<file path="config.mk">
export PLATFORM = sky130hd
export DESIGN_NAME = duc_factor_loader
export DESIGN_NICKNAME = d
export VERILOG_FILES = /design/src/rtl/duc_factor_pkg.sv /design/src/rtl/dfl_cycle_timer.sv /design/src/rtl/duc_factor_loader.sv
export SDC_FILE = /design/constraint.sdc
export NUM_CORES = 1
export LEC_CHECK = 0
export ABC_AREA = 1
export BUFFER_PORTS_ARGS = -buffer_cell sky130_fd_sc_hd__buf_2
export CORE_MARGIN = 4
export CORE_UTILIZATION = 56
export CTS_CLUSTER_DIAMETER = 200
export DETAILED_ROUTE_END_ITERATION = 6
export PLACE_DENSITY = 0.8
export REMOVE_ABC_BUFFERS = 1
export SYNTH_ARGS = -nofsm -noshare
export SYNTH_HDL_FRONTEND = slang
export SYNTH_SLANG_ARGS = --single-unit
</file>
<file path="constraint.sdc">
create_clock -name clkin -period 2.3 [get_ports clkin]
set_input_delay 0.345 -clock clkin [delete_from_list [all_inputs] [get_ports clkin]]
set_output_delay 0.345 -clock clkin [all_outputs]
set_load 0.005 [all_outputs]
</file>
<file path="src/rtl/duc_factor_pkg.sv">
// Shared definitions for the DUC factor-table loader: word width, idle address,
// default tap count and loader FSM state encodings.
package duc_factor_pkg;

  localparam int          DUC_FACTOR_W         = 16;
  localparam int          DUC_FACTOR_NUM_TAPS  = 20;
  localparam logic [15:0] DUC_FACTOR_IDLE_ADDR = 16'hFFFF;

  typedef enum logic [2:0] {
    ST_IDLE,
    ST_CLR,
    ST_WAIT,
    ST_HOLD,
    ST_FIN,
    ST_ABORT
  } dfl_state_t;

endpackage

</file>
<file path="src/rtl/dfl_cycle_timer.sv">
// Loadable down-counter with terminal-count flag; times the table-clear pulse
// and the per-word hold window of the DUC factor loader.
module dfl_cycle_timer #(
  parameter int W = 16
) (
  input  logic         clk,
  input  logic         rst_n,
  input  logic         load,
  input  logic [W-1:0] load_val,
  output logic [W-1:0] cnt,
  output logic         tc
);

  always_ff @(posedge clk or negedge rst_n) begin
    if (!rst_n) begin
      cnt <= '0;
    end else if (load) begin
      cnt <= load_val;
    end else if (cnt != '0) begin
      cnt <= cnt - W'(1);
    end
  end

  assign tc = (cnt == '0);

endmodule

</file>
<file path="src/rtl/duc_factor_loader.sv">
// Host-side writer for the DUC interpolation-factor table: clears the table, then
// writes NUM_TAPS streamed coefficients. Optional running checksum: DUC_FACTOR_CHECKSUM_EN.
module duc_factor_loader
  import duc_factor_pkg::*;
#(
  parameter int          NUM_TAPS    = DUC_FACTOR_NUM_TAPS,
  parameter int          RST_CYCLES  = 8,
  parameter int          HOLD_CYCLES = 4,
  parameter logic [15:0] IDLE_ADDR   = DUC_FACTOR_IDLE_ADDR
) (
  input  logic                           clkin,
  input  logic                           reset,
  input  logic                           load_start,
  input  logic                           load_abort,
  input  logic                           coef_valid,
  input  logic signed [DUC_FACTOR_W-1:0] coef_data,
  output logic                           coef_ready,
  output logic                           busy,
  output logic                           done,
  output logic                           aborted,
  output logic        [DUC_FACTOR_W-1:0] checksum,
  output logic        [15:0]             DUC_Factor_WR_Addr,
  output logic signed [DUC_FACTOR_W-1:0] DUC_Factor_WR_Data,
  output logic                           DUC_Factor_WR_Rst
);

  localparam logic [15:0] RST_LOAD  = 16'(RST_CYCLES - 1);
  localparam logic [15:0] HOLD_LOAD = 16'(HOLD_CYCLES - 1);
  localparam logic [15:0] LAST_TAP  = 16'(NUM_TAPS - 1);

  dfl_state_t  state;
  logic [15:0] tap_cnt;
  logic        tmr_load;
  logic [15:0] tmr_val;
  logic [15:0] tmr_cnt;
  logic        tmr_tc;
  logic        abort_req;
  logic        xfer;

  // An abort beats a same-cycle transfer, so the word offered then is not taken.
  assign abort_req = load_abort &&
                     ((state == ST_CLR) || (state == ST_WAIT) || (state == ST_HOLD));
  assign xfer      = (state == ST_WAIT) && coef_valid && coef_ready && !load_abort;

  always_comb begin
    tmr_load = 1'b0;
    tmr_val  = RST_LOAD;
    if (state == ST_IDLE && load_start) begin
      tmr_load = 1'b1;
    end else if (abort_req) begin
      tmr_load = 1'b1;
    end else if (xfer) begin
      tmr_load = 1'b1;
      tmr_val  = HOLD_LOAD;
    end
  end

  dfl_cycle_timer #(.W(16)) u_timer (
    .clk      (clkin),
    .rst_n    (reset),
    .load     (tmr_load),
    .load_val (tmr_val),
    .cnt      (tmr_cnt),
    .tc       (tmr_tc)
  );

  always_ff @(posedge clkin or negedge reset) begin
    if (!reset) begin
      state              <= ST_IDLE;
      tap_cnt            <= '0;
      coef_ready         <= 1'b0;
      busy               <= 1'b0;
      done               <= 1'b0;
      aborted            <= 1'b0;
      DUC_Factor_WR_Addr <= IDLE_ADDR;
      DUC_Factor_WR_Data <= '0;
      DUC_Factor_WR_Rst  <= 1'b0;
    end else begin
      done    <= 1'b0;
      aborted <= 1'b0;
      if (abort_req) begin
        state              <= ST_ABORT;
        coef_ready         <= 1'b0;
        DUC_Factor_WR_Addr <= IDLE_ADDR;
        DUC_Factor_WR_Rst  <= 1'b1;
        aborted            <= (RST_CYCLES == 1);
      end else begin
        case (state)
          ST_IDLE: begin
            if (load_start) begin
              state             <= ST_CLR;
              busy              <= 1'b1;
              tap_cnt           <= '0;
              DUC_Factor_WR_Rst <= 1'b1;
            end
          end
          ST_CLR: begin
            if (tmr_tc) begin
              state             <= ST_WAIT;
              DUC_Factor_WR_Rst <= 1'b0;
              coef_ready        <= 1'b1;
            end
          end
          ST_WAIT: begin
            if (xfer) begin
              state              <= ST_HOLD;
              coef_ready         <= 1'b0;
              DUC_Factor_WR_Addr <= tap_cnt;
              DUC_Factor_WR_Data <= coef_data;
            end
          end
          ST_HOLD: begin
            if (tmr_tc) begin
              DUC_Factor_WR_Addr <= IDLE_ADDR;
              tap_cnt            <= tap_cnt + 16'd1;
              if (tap_cnt == LAST_TAP) begin
                state <= ST_FIN;
                done  <= 1'b1;
              end else begin
                state      <= ST_WAIT;
                coef_ready <= 1'b1;
              end
            end
          end
          ST_FIN: begin
            state <= ST_IDLE;
            busy  <= 1'b0;
          end
          ST_ABORT: begin
            // aborted is registered, so it is raised one count early to land on the last cycle.
            if (tmr_tc) begin
              state             <= ST_IDLE;
              busy              <= 1'b0;
              DUC_Factor_WR_Rst <= 1'b0;
            end else begin
              aborted <= (tmr_cnt == 16'd1);
            end
          end
          default: state <= ST_IDLE;
        endcase
      end
    end
  end

`ifdef DUC_FACTOR_CHECKSUM_EN
  function automatic logic [DUC_FACTOR_W-1:0] wrap_add(input logic [DUC_FACTOR_W-1:0] a,
                                                       input logic [DUC_FACTOR_W-1:0] b);
    return a + b;
  endfunction

  always_ff @(posedge clkin or negedge reset) begin
    if (!reset) begin
      checksum <= '0;
    end else if (state == ST_IDLE && load_start) begin
      checksum <= '0;
    end else if (xfer) begin
      checksum <= wrap_add(checksum, coef_data);
    end
  end
`else
  assign checksum = '0;
`endif

endmodule

</file>
==> run_results.csv, run 1 <==
group,metric,value,unit
outcome,status,"complete, no violations",
placement,gp_congestion,0.9037,
sta,skew,11.95,ps
die,die-height,93.88,um
layout,antenna_cells,0,
synth,async_flop_share,100.0,%
setup_path,crit_type,"flop to flop",
routing,firstDrtPassIters,4,
setup_path,path_cells,"inv_1 -> ha_1 -> nand2_2 -> nor2_4 -> nand2_4 -> nand3_2 -> nand2_2 -> inv_2 -> nand2_4 -> nand2_1 -> o21ai_2",
synth,synth_edf_count,0,
setup_path,r2r_setup_slack,290,ps
clocking,clk_path_buf_depth,2,
routing,vias_per_cell,5.030,
die,dieArea,0.008813,mm2
setup_path,cp_max_fo,32,
routing,finalWirelength,8.295,mm
sta,finalSetupTns,0,ps
layout,final_cell_area,0.004596,mm2
clocking,cts.sinks,72,
sta,setup_viol,0,
sta,slew_viol_final,0,
routing,drc,0,
setup_path,startpoint_type,"flop",
sta,fmax,497.3,MHz
routing,drtIter0Drc,122,
placement,portBuffers,57,
flow_run,cap_violations,0,
die,boundaryPins,74,
clocking,clkTransAtPathRegs,80,ps
die,die_x,93.88,um
die,start_util,57.25,%
die,core,0.007214,mm2
setup_path,critPathRequiredTime,2580,ps
sta,hold_viol,0,
grt,gr-usage-all-layers,20.37,%
setup_path,worstRegToRegCells,11,
routing,ant_nets,0,
grt,first_global_vias,3262,
clocking,numCtsBuffers,9,
setup_path,critical_path_arrival,2290,ps
clocking,cts_tree,"yes",
grt,grt_pass1_wl,14.25,mm
grt,grt-ovfl-total,0,
layout,synthToLayoutAreaGrowth,11.27,%
power_and_ir_drop,leakage,0.002371,uW
worst_hold_path,worst_hold_path_type,"input port to async pin",
sta,period_share,87.42,%
layout,nets,587,
clocking,insertion_delay,350,ps
placement,place_area,0.004382,mm2
synth,ys.flop_type,"dfrtp_1",
placement,dp_hpwl,5.935,mm
synth,ys_ff_latch,72,
setup_path,reg2reg_to,"DUC_Factor_WR_Addr[7]",
clocking,cts_resized,0,
clocking,cts_hold_buf,0,
clocking,cts_setup_buffers,0,
clocking,htree_levels,3,
synth,yosysSeqAreaShare,44.11,%
sta,finalWorstPathRequiredPeriod,2011,ps
synth,yosysUniqueCellTypes,34,
routing,wire_per_inst,12.45,um
synth,synthCells,509,
power_and_ir_drop,ir_drop,0.6480,mV
grt,grt_start_max_net_pins,73,
sta,rsz0062_at_grt,"false",
layout,drive_above_1_share,27.16,%
die,num_rows,31,
setup_path,cp_slowest_cell,"dfrtp_1",
clocking,root_buffer,"clkbuf_8",
grt,antenna_found_initial,0,
synth,avgSynthCellArea,8.114,um2
synth,yosysWarnings,0,
setup_path,r2r_start,"u_timer.cnt[0]",
setup_path,cp-end-kind,"flop",
synth,syn_area,0.004130,mm2
routing,vias,3350,
power_and_ir_drop,powerDensity,1179,mW/mm2
setup_path,cpPeakStageDelay,430,ps
==> worst max-delay path: cells and delay by family, from the launching register on <==
kind            cells  cell delay, ps
compound gates      1              80
fa+ha+maj           1             230
buf+inv             2             180
flops               1             430
simple gates        7            1000
==> registers in the layout (all words and copies together), names as in the netlist <==
register	count
DUC_Factor_WR_Addr	16
done	1
aborted	1
u_timer.cnt	16
DUC_Factor_WR_Rst	1
tap_cnt	16
coef_ready	1
state	3
busy	1
DUC_Factor_WR_Data	16
==> per-layer routing <==
metal	vias to the layer above	track usage (%)	routed length [um]
li1	1679	-	-
met1	1581	24.92	3579
met2	76	34.36	4112
met3	14	5.929	477
met4	0	6.859	126
met5	-	0	0
==> power by group <==
group | switching [uW] | internal [uW] | leakage, uW
Sequential | 279 | 1740 | 0.000913
Combinational | 1480 | 822 | 0.00135
Clock | 485 | 614 | 0.000107
==> through the flow <==
stage / std cells / util, % / setup WS (ps) / power, uW / hold WS (ps)
after floorplan: 492 / - / 355.7 / 3662 / 49.41
after global placement: 650 / 60.74 / 432.1 / 4266 / 398.7
after detailed placement: 650 / 60.74 / 295.5 / 4357 / 404.5
after CTS: 666 / 63.70 / 271.8 / 5482 / 23.10
after global routing: 666 / 63.70 / 136.8 / 5867 / 35.07
final: 666 / 63.70 / 289.2 / 5419 / 13.31
==> final cells by class <==
class	instances	area, um2
multi-input combinational	382	1971
inverter	38	152.6
timing repair buffer	59	312.8
clock buffer	11	131.4
tap	99	123.9
sequential	72	1822
clock inverter	5	82.58
fill	652	2619
==> worst max path at each step <==
stage	from	cells past startpoint	to
floorplan	state[1]	7	tap_cnt[2]
global placement	u_timer.cnt[0]	11	DUC_Factor_WR_Addr[9]
detailed placement	u_timer.cnt[0]	11	DUC_Factor_WR_Addr[7]
CTS	u_timer.cnt[0]	11	DUC_Factor_WR_Addr[7]
global route	u_timer.cnt[0]	11	DUC_Factor_WR_Addr[8]
finish	u_timer.cnt[0]	11	DUC_Factor_WR_Addr[7]
==> cell usage after synthesis, types with 4 or more instances <==
master    instances  area [um2]
nand2_1         141       529.3
nor2_1           75       281.5
dfrtp_1          56        1401
inv_1            30       112.6
nand3_1          27       135.1
buf_4            17       127.6
dfstp_2          16       420.4
nand2_2          14       87.58
o21ai_2          14       122.6
xor2_1           13       113.9
nand4_1          12       75.07
o21ai_1          11       55.05
nor3_1            8       40.04
buf_6             7       78.83
inv_2             6       22.52
nand2_4           6       67.56
nor2_2            6       37.54
nor3_2            6       60.06
o21ai_0           6       30.03
xnor2_1           6       52.55
a21oi_1           4       20.02
buf_2             4       20.02
clkbuf_1          4       15.01
ha_1              4       50.05
==> kinds of logic after synthesis <==
kind of cell               share of synthesized area, %
adders and majority gates                         1.212
xor gates and xnor gates                          4.029
DFF                                               44.11
other                                           0.09079
and+or+nand+nor                                   34.93
AOI/OAI and AO/OA                                 6.089
buffers and inverters                             9.543
==> placed cells by master, fill, tap and decap left out, types with 13 or more instances in the layout <==
| cell | count |
|---|---|
| dfstp_2 | 16 |
| o21ai_2 | 14 |
| conb_1 | 16 |
| nand3_1 | 27 |
| xor2_1 | 13 |
| nand2_1 | 141 |
| nand2_2 | 14 |
| buf_2 | 57 |
| nor2_1 | 75 |
| dfrtp_1 | 56 |
| inv_1 | 30 |
Note: power is estimated with default switching activity, not from simulation.
==> run 2: changes to the inputs <==
CTS_BUF_LIST = sky130_fd_sc_hd__clkbuf_16   (was not set)
==> run 2 against run 1 <==
Critical endpoint unchanged. Core utilization rose by 1.4 points. Worst hold slack improved by 27 ps. Largest cell class unchanged. Critical path depth did not move. Sequential power barely moved. Register-to-register slack barely moved. Cell area rose by 2.2%. Global-route usage rose by 0.32 points. Routed wire length rose by 1.7%.
==> run_results.csv, run 2 (same netlist as run 1, synthesis figures left out) <==
group,metric,value,unit
outcome,status,"complete, no violations",
setup_path,path_cells,"inv_1 -> ha_1 -> nand2_2 -> nor2_4 -> nand2_4 -> nand3_2 -> nand2_2 -> inv_2 -> nand2_4 -> nand2_1 -> o21ai_2",
layout,most-common-layout-cells,"141 x nand2_1, 75 x nor2_1, 57 x buf_2",
worst_hold_path,worst_hold_path_type,"input port to async pin",
die,start_util,57.25,%
clocking,cts_resized,0,
sta,layout_setup_ws,281.3,ps
routing,firstDrtPassIters,4,
clocking,htree_levels,3,
placement,dp_hpwl,5.935,mm
placement,gp_congestion,0.9037,
routing,ant_nets,0,
setup_path,path_buf_inv,2,
clocking,root_buffer,"clkbuf_16",
grt,gr-usage-met3,5.369,%
sta,period_share,87.77,%
die,num_rows,31,
die,dieArea,0.008813,mm2
grt,grt_start_max_net_pins,73,
setup_path,critical_path_arrival,2280,ps
sta,setup_viol,0,
layout,antenna_cells,0,
die,die_x,93.88,um
grt,top_usage_layer,"met2",
routing,finalWirelength,8.439,mm
routing,drtIter0Drc,113,
clocking,insertion_delay,330,ps
setup_path,startpoint_type,"flop",
setup_path,crit_type,"flop to flop",
placement,portBuffers,57,
sta,finalSetupTns,0,ps
sta,fmax,495.4,MHz
power_and_ir_drop,power_frac_seq,34.8,%
power_and_ir_drop,p_switching,2299,uW
clocking,cts.sinks,72,
layout,nets,587,
grt,antenna_found_initial,0,
grt,met2_usage,35.30,%
setup_path,cp_slowest_cell,"dfrtp_1",
power_and_ir_drop,clkPwrFrac,25.4,%
flow_run,cap_violations,0,
layout,drive_above_1_share,27.16,%
power_and_ir_drop,powerDensity,1236,mW/mm2
power_and_ir_drop,total_power,5805,uW
grt,grt_pass1_wl,14.44,mm
grt,grt_util_met1,24.91,%
clocking,cts_setup_buffers,0,
setup_path,cp-end-kind,"flop",
power_and_ir_drop,switching_share,39.60,%
setup_path,critPathRequiredTime,2560,ps
layout,final_common_cell,"nand2_1",
power_and_ir_drop,leakage,0.002426,uW
power_and_ir_drop,combPwrFrac,39.7,%
grt,first_global_vias,3296,
clocking,clk_path_buf_depth,2,
sta,rsz0062_at_grt,"false",
power_and_ir_drop,ir_drop,0.7248,mV
setup_path,critPathTopFamily,"simple AND/OR/NAND/NOR gates",
sta,finalWorstPathRequiredPeriod,2019,ps
clocking,numCtsBuffers,9,
placement,dp_slack,295.5,ps
clocking,clkTransAtPathRegs,60,ps
routing,drc,0,
sta,hold_viol,0,
setup_path,cpPeakStageDelay,430,ps
clocking,cts_hold_buf,0,
setup_path,cp_max_fo,32,
grt,grt-ovfl-total,0,
sta,skew,8.630,ps
routing,vias,3357,
grt,gr-usage-all-layers,20.69,%
routing,vias_per_cell,5.041,
routing,wire_per_inst,12.67,um
placement,place_area,0.004382,mm2
clocking,cts_tree,"yes",
power_and_ir_drop,p_int,3507,uW
sta,slew_viol_final,0,
die,core,0.007214,mm2
die,die-height,93.88,um
layout,final_cell_area,0.004697,mm2
die,boundaryPins,74,
layout,synthToLayoutAreaGrowth,13.72,%
==> run 2: metrics by stage <==
step | utilization (%) | hold WS [ps] | cells
after CTS | 65.11 | 52.65 | 666
after global placement | 60.74 | 398.7 | 650
after floorplan | - | 49.41 | 492
after detailed placement | 60.74 | 404.5 | 650
after global routing | 65.11 | 70.52 | 666
final | 65.11 | 40.20 | 666
==> run 2: final timing paths <==
kind | startpoint | to | slack, ps | cells after the start
min in group clkin | coef_data[14] | DUC_Factor_WR_Data[14] | 210 | 3
worst max-delay path | u_timer.cnt[0] | DUC_Factor_WR_Addr[7] | 280 | 11
worst min-delay path | reset | tap_cnt[7] | 40 | 2
worst max register to register | u_timer.cnt[0] | DUC_Factor_WR_Addr[7] | 280 | 11
max in group asynchronous | reset | DUC_Factor_WR_Addr[15] | 1940 | 2
worst min register to register | DUC_Factor_WR_Data[12] | DUC_Factor_WR_Data[12] | 470 | 2
==> run 2: area by class of cell <==
class	instances	area [um2]
Fill cell	634	2517
Multi-Input combinational cell	382	1971
Sequential cell	72	1822
Timing Repair Buffer	59	312.8
Clock buffer	9	225.2
Inverter	38	152.6
Tap cell	99	123.9
Clock inverter	7	90.09
==> run 2: layer usage <==
| layer | routed length, um | vias to the layer above |
|---|---|---|
| li1 | - | 1678 |
| met1 | 3535 | 1585 |
| met2 | 4251 | 77 |
| met3 | 479 | 17 |
| met4 | 172 | 0 |
| met5 | 0 | - |
==> run 2: power groups by stage <==
| stage | logic, uW | clock network [uW] | registers (uW) |
|---|---|---|---|
| detailed placement | 2330 | 0 | 2030 |
| global placement | 2240 | 0 | 2020 |
| floorplan | 1620 | 0 | 2040 |
| global route | 2620 | 1540 | 2070 |
| CTS | 2340 | 1510 | 2020 |
| finish | 2310 | 1480 | 2020 |
==> run 2: worst reg2reg max path, delay by kind of cell, from the launching register on <==
kind	cells	cell delay, ps
flops	1	430
buf+inv	2	180
compound gates	1	90
fa+ha+maj	1	230
simple gates	7	1030
==> run 3: changes to the inputs <==
clock period = 2.1 ns   (was 2.3 ns; I/O delays follow)
==> run 3 against run 2 <==
Flip-flop and latch count stayed put. Via count is 0.98% higher. Sequential share of layout area about the same. Worst hold slack worse by 33 ps. Clock skew decreased by 3.3 ps. Combinational power is 15% higher. Die area did not move. Routed wire length is 2.4% higher. Non-clock buffer count increased by 3. Largest power group unchanged.
==> run_results.csv, run 3 (same netlist as run 1, synthesis figures left out) <==
group,metric,value,unit
grt,antenna_found_initial,0,
clocking,cts.sinks,72,
sta,setup_viol,0,
layout,nets,590,
grt,grt_pass1_wl,14.90,mm
die,start_util,57.25,%
power_and_ir_drop,powerDensity,1346,mW/mm2
sta,slew_viol_final,0,
grt,grt-ovfl-total,0,
power_and_ir_drop,leakage,0.002425,uW
clocking,root_buffer,"clkbuf_16",
grt,first_global_vias,3271,
die,core,0.007214,mm2
sta,finalWorstPathRequiredPeriod,1925,ps
routing,wire_per_inst,12.94,um
grt,grt_start_max_net_pins,73,
sta,hold_viol,0,
die,die-height,93.88,um
placement,dp_hpwl,6.026,mm
sta,period_share,91.68,%
setup_path,r2r_setup_slack,170,ps
grt,gr-usage-all-layers,21.61,%
die,num_rows,31,
sta,skew,5.290,ps
placement,dp.cells,653,
clocking,cts_hold_buf,0,
outcome,status,"complete, no violations",
clocking,insertion_delay,330,ps
clocking,clkTransAtPathRegs,50,ps
clocking,numCtsBuffers,9,
routing,finalWirelength,8.642,mm
layout,final_cells,668,
setup_path,critPathRequiredTime,2350,ps
setup_path,startpoint_type,"flop",
flow_run,cap_violations,0,
routing,vias,3390,
placement,gp_congestion,0.8880,
sta,finalSetupTns,0,ps
setup_path,cp-end-kind,"flop",
clocking,htree_levels,3,
die,boundaryPins,74,
layout,synthToLayoutAreaGrowth,13.78,%
power_and_ir_drop,ir_drop,0.8379,mV
setup_path,worstRegToRegCells,10,
setup_path,cp_max_fo,17,
layout,most-common-layout-cells,"141 x nand2_1, 75 x nor2_1, 57 x buf_2",
layout,post-route-util,65.14,%
layout,antenna_cells,0,
setup_path,crit_type,"flop to flop",
power_and_ir_drop,total_power,6325,uW
sta,rsz0062_at_grt,"false",
routing,vias_per_cell,5.075,
routing,firstDrtPassIters,7,
clocking,cts_tree,"yes",
die,die_x,93.88,um
routing,drc,0,
placement,portBuffers,57,
sta,fmax,519.4,MHz
sta,whs,6.844,ps
routing,drtIter0Drc,136,
worst_hold_path,worst_hold_path_type,"input port to async pin",
routing,ant_nets,0,
clocking,cts_setup_buffers,0,
clocking,clk_path_buf_depth,2,
layout,final_common_cell,"nand2_1",
die,dieArea,0.008813,mm2
layout,drive_above_1_share,27.42,%
setup_path,critical_path_arrival,2180,ps
-- run 3: routing by layer --
layer | vias up | global-route usage [%] | part of all wire [%]
met5 | - | 0 | 0
met4 | 0 | 7.822 | 1.8
met3 | 15 | 6.250 | 5.7
met2 | 89 | 35.25 | 49
met1 | 1601 | 27.29 | 43
li1 | 1685 | - | -
-- run 3: what timing repair did --
action | in CTS | in global routing
resized for setup | 0 | 1
hold endpoints to repair | 0 | 0
setup endpoints to repair | 0 | 1
-- run 3: report_power, final --
group          switching, uW  total, uW  internal, uW  leakage [uW]
clock                    554       1450           898      0.000144
sequential               310       2220          1910      0.000913
combinational           1670       2650           987       0.00137
total                   2530       6330          3790       0.00243
-- run 3: worst paths after layout --
path / from / endpoint
hold / removal: reset / tap_cnt[3]
hold reg to reg: DUC_Factor_WR_Data[4] / DUC_Factor_WR_Data[4]
max in group asynchronous: reset / DUC_Factor_WR_Addr[14]
setup / recovery: u_timer.cnt[0] / tap_cnt[3]
min in group clkin: coef_data[4] / DUC_Factor_WR_Data[4]
setup reg to reg: u_timer.cnt[0] / tap_cnt[3]
-- run 3: metrics by stage --
step	area (um2)	setup WS, ps
after detailed placement	4417	197.4
after global routing	4700	9.748
after global placement	4417	309.8
after floorplan	3945	155.7
after CTS	4697	151.4
final	4700	174.7
-- run 3: layout make-up --
type                    instances  area (um2)
clock buffers                   9       225.2
clock inverters                 6       55.05
fillers                       618        2515
inverters                      38       155.1
multi-input cells             382        1971
flip-flops and latches         72        1822
well taps                      99       123.9
repair buffers                 62       347.8
-- run 3: critical path: stages, from the launching register on --
cell and delay [ps]:
dfrtp_1 430, inv_1 170, ha_1 180, nand2_2 70
nor2_4 120, nand2_4 150, o21ai_4 240, nand2_4 180
inv_6 150, nand2_1 70, o21ai_1 90
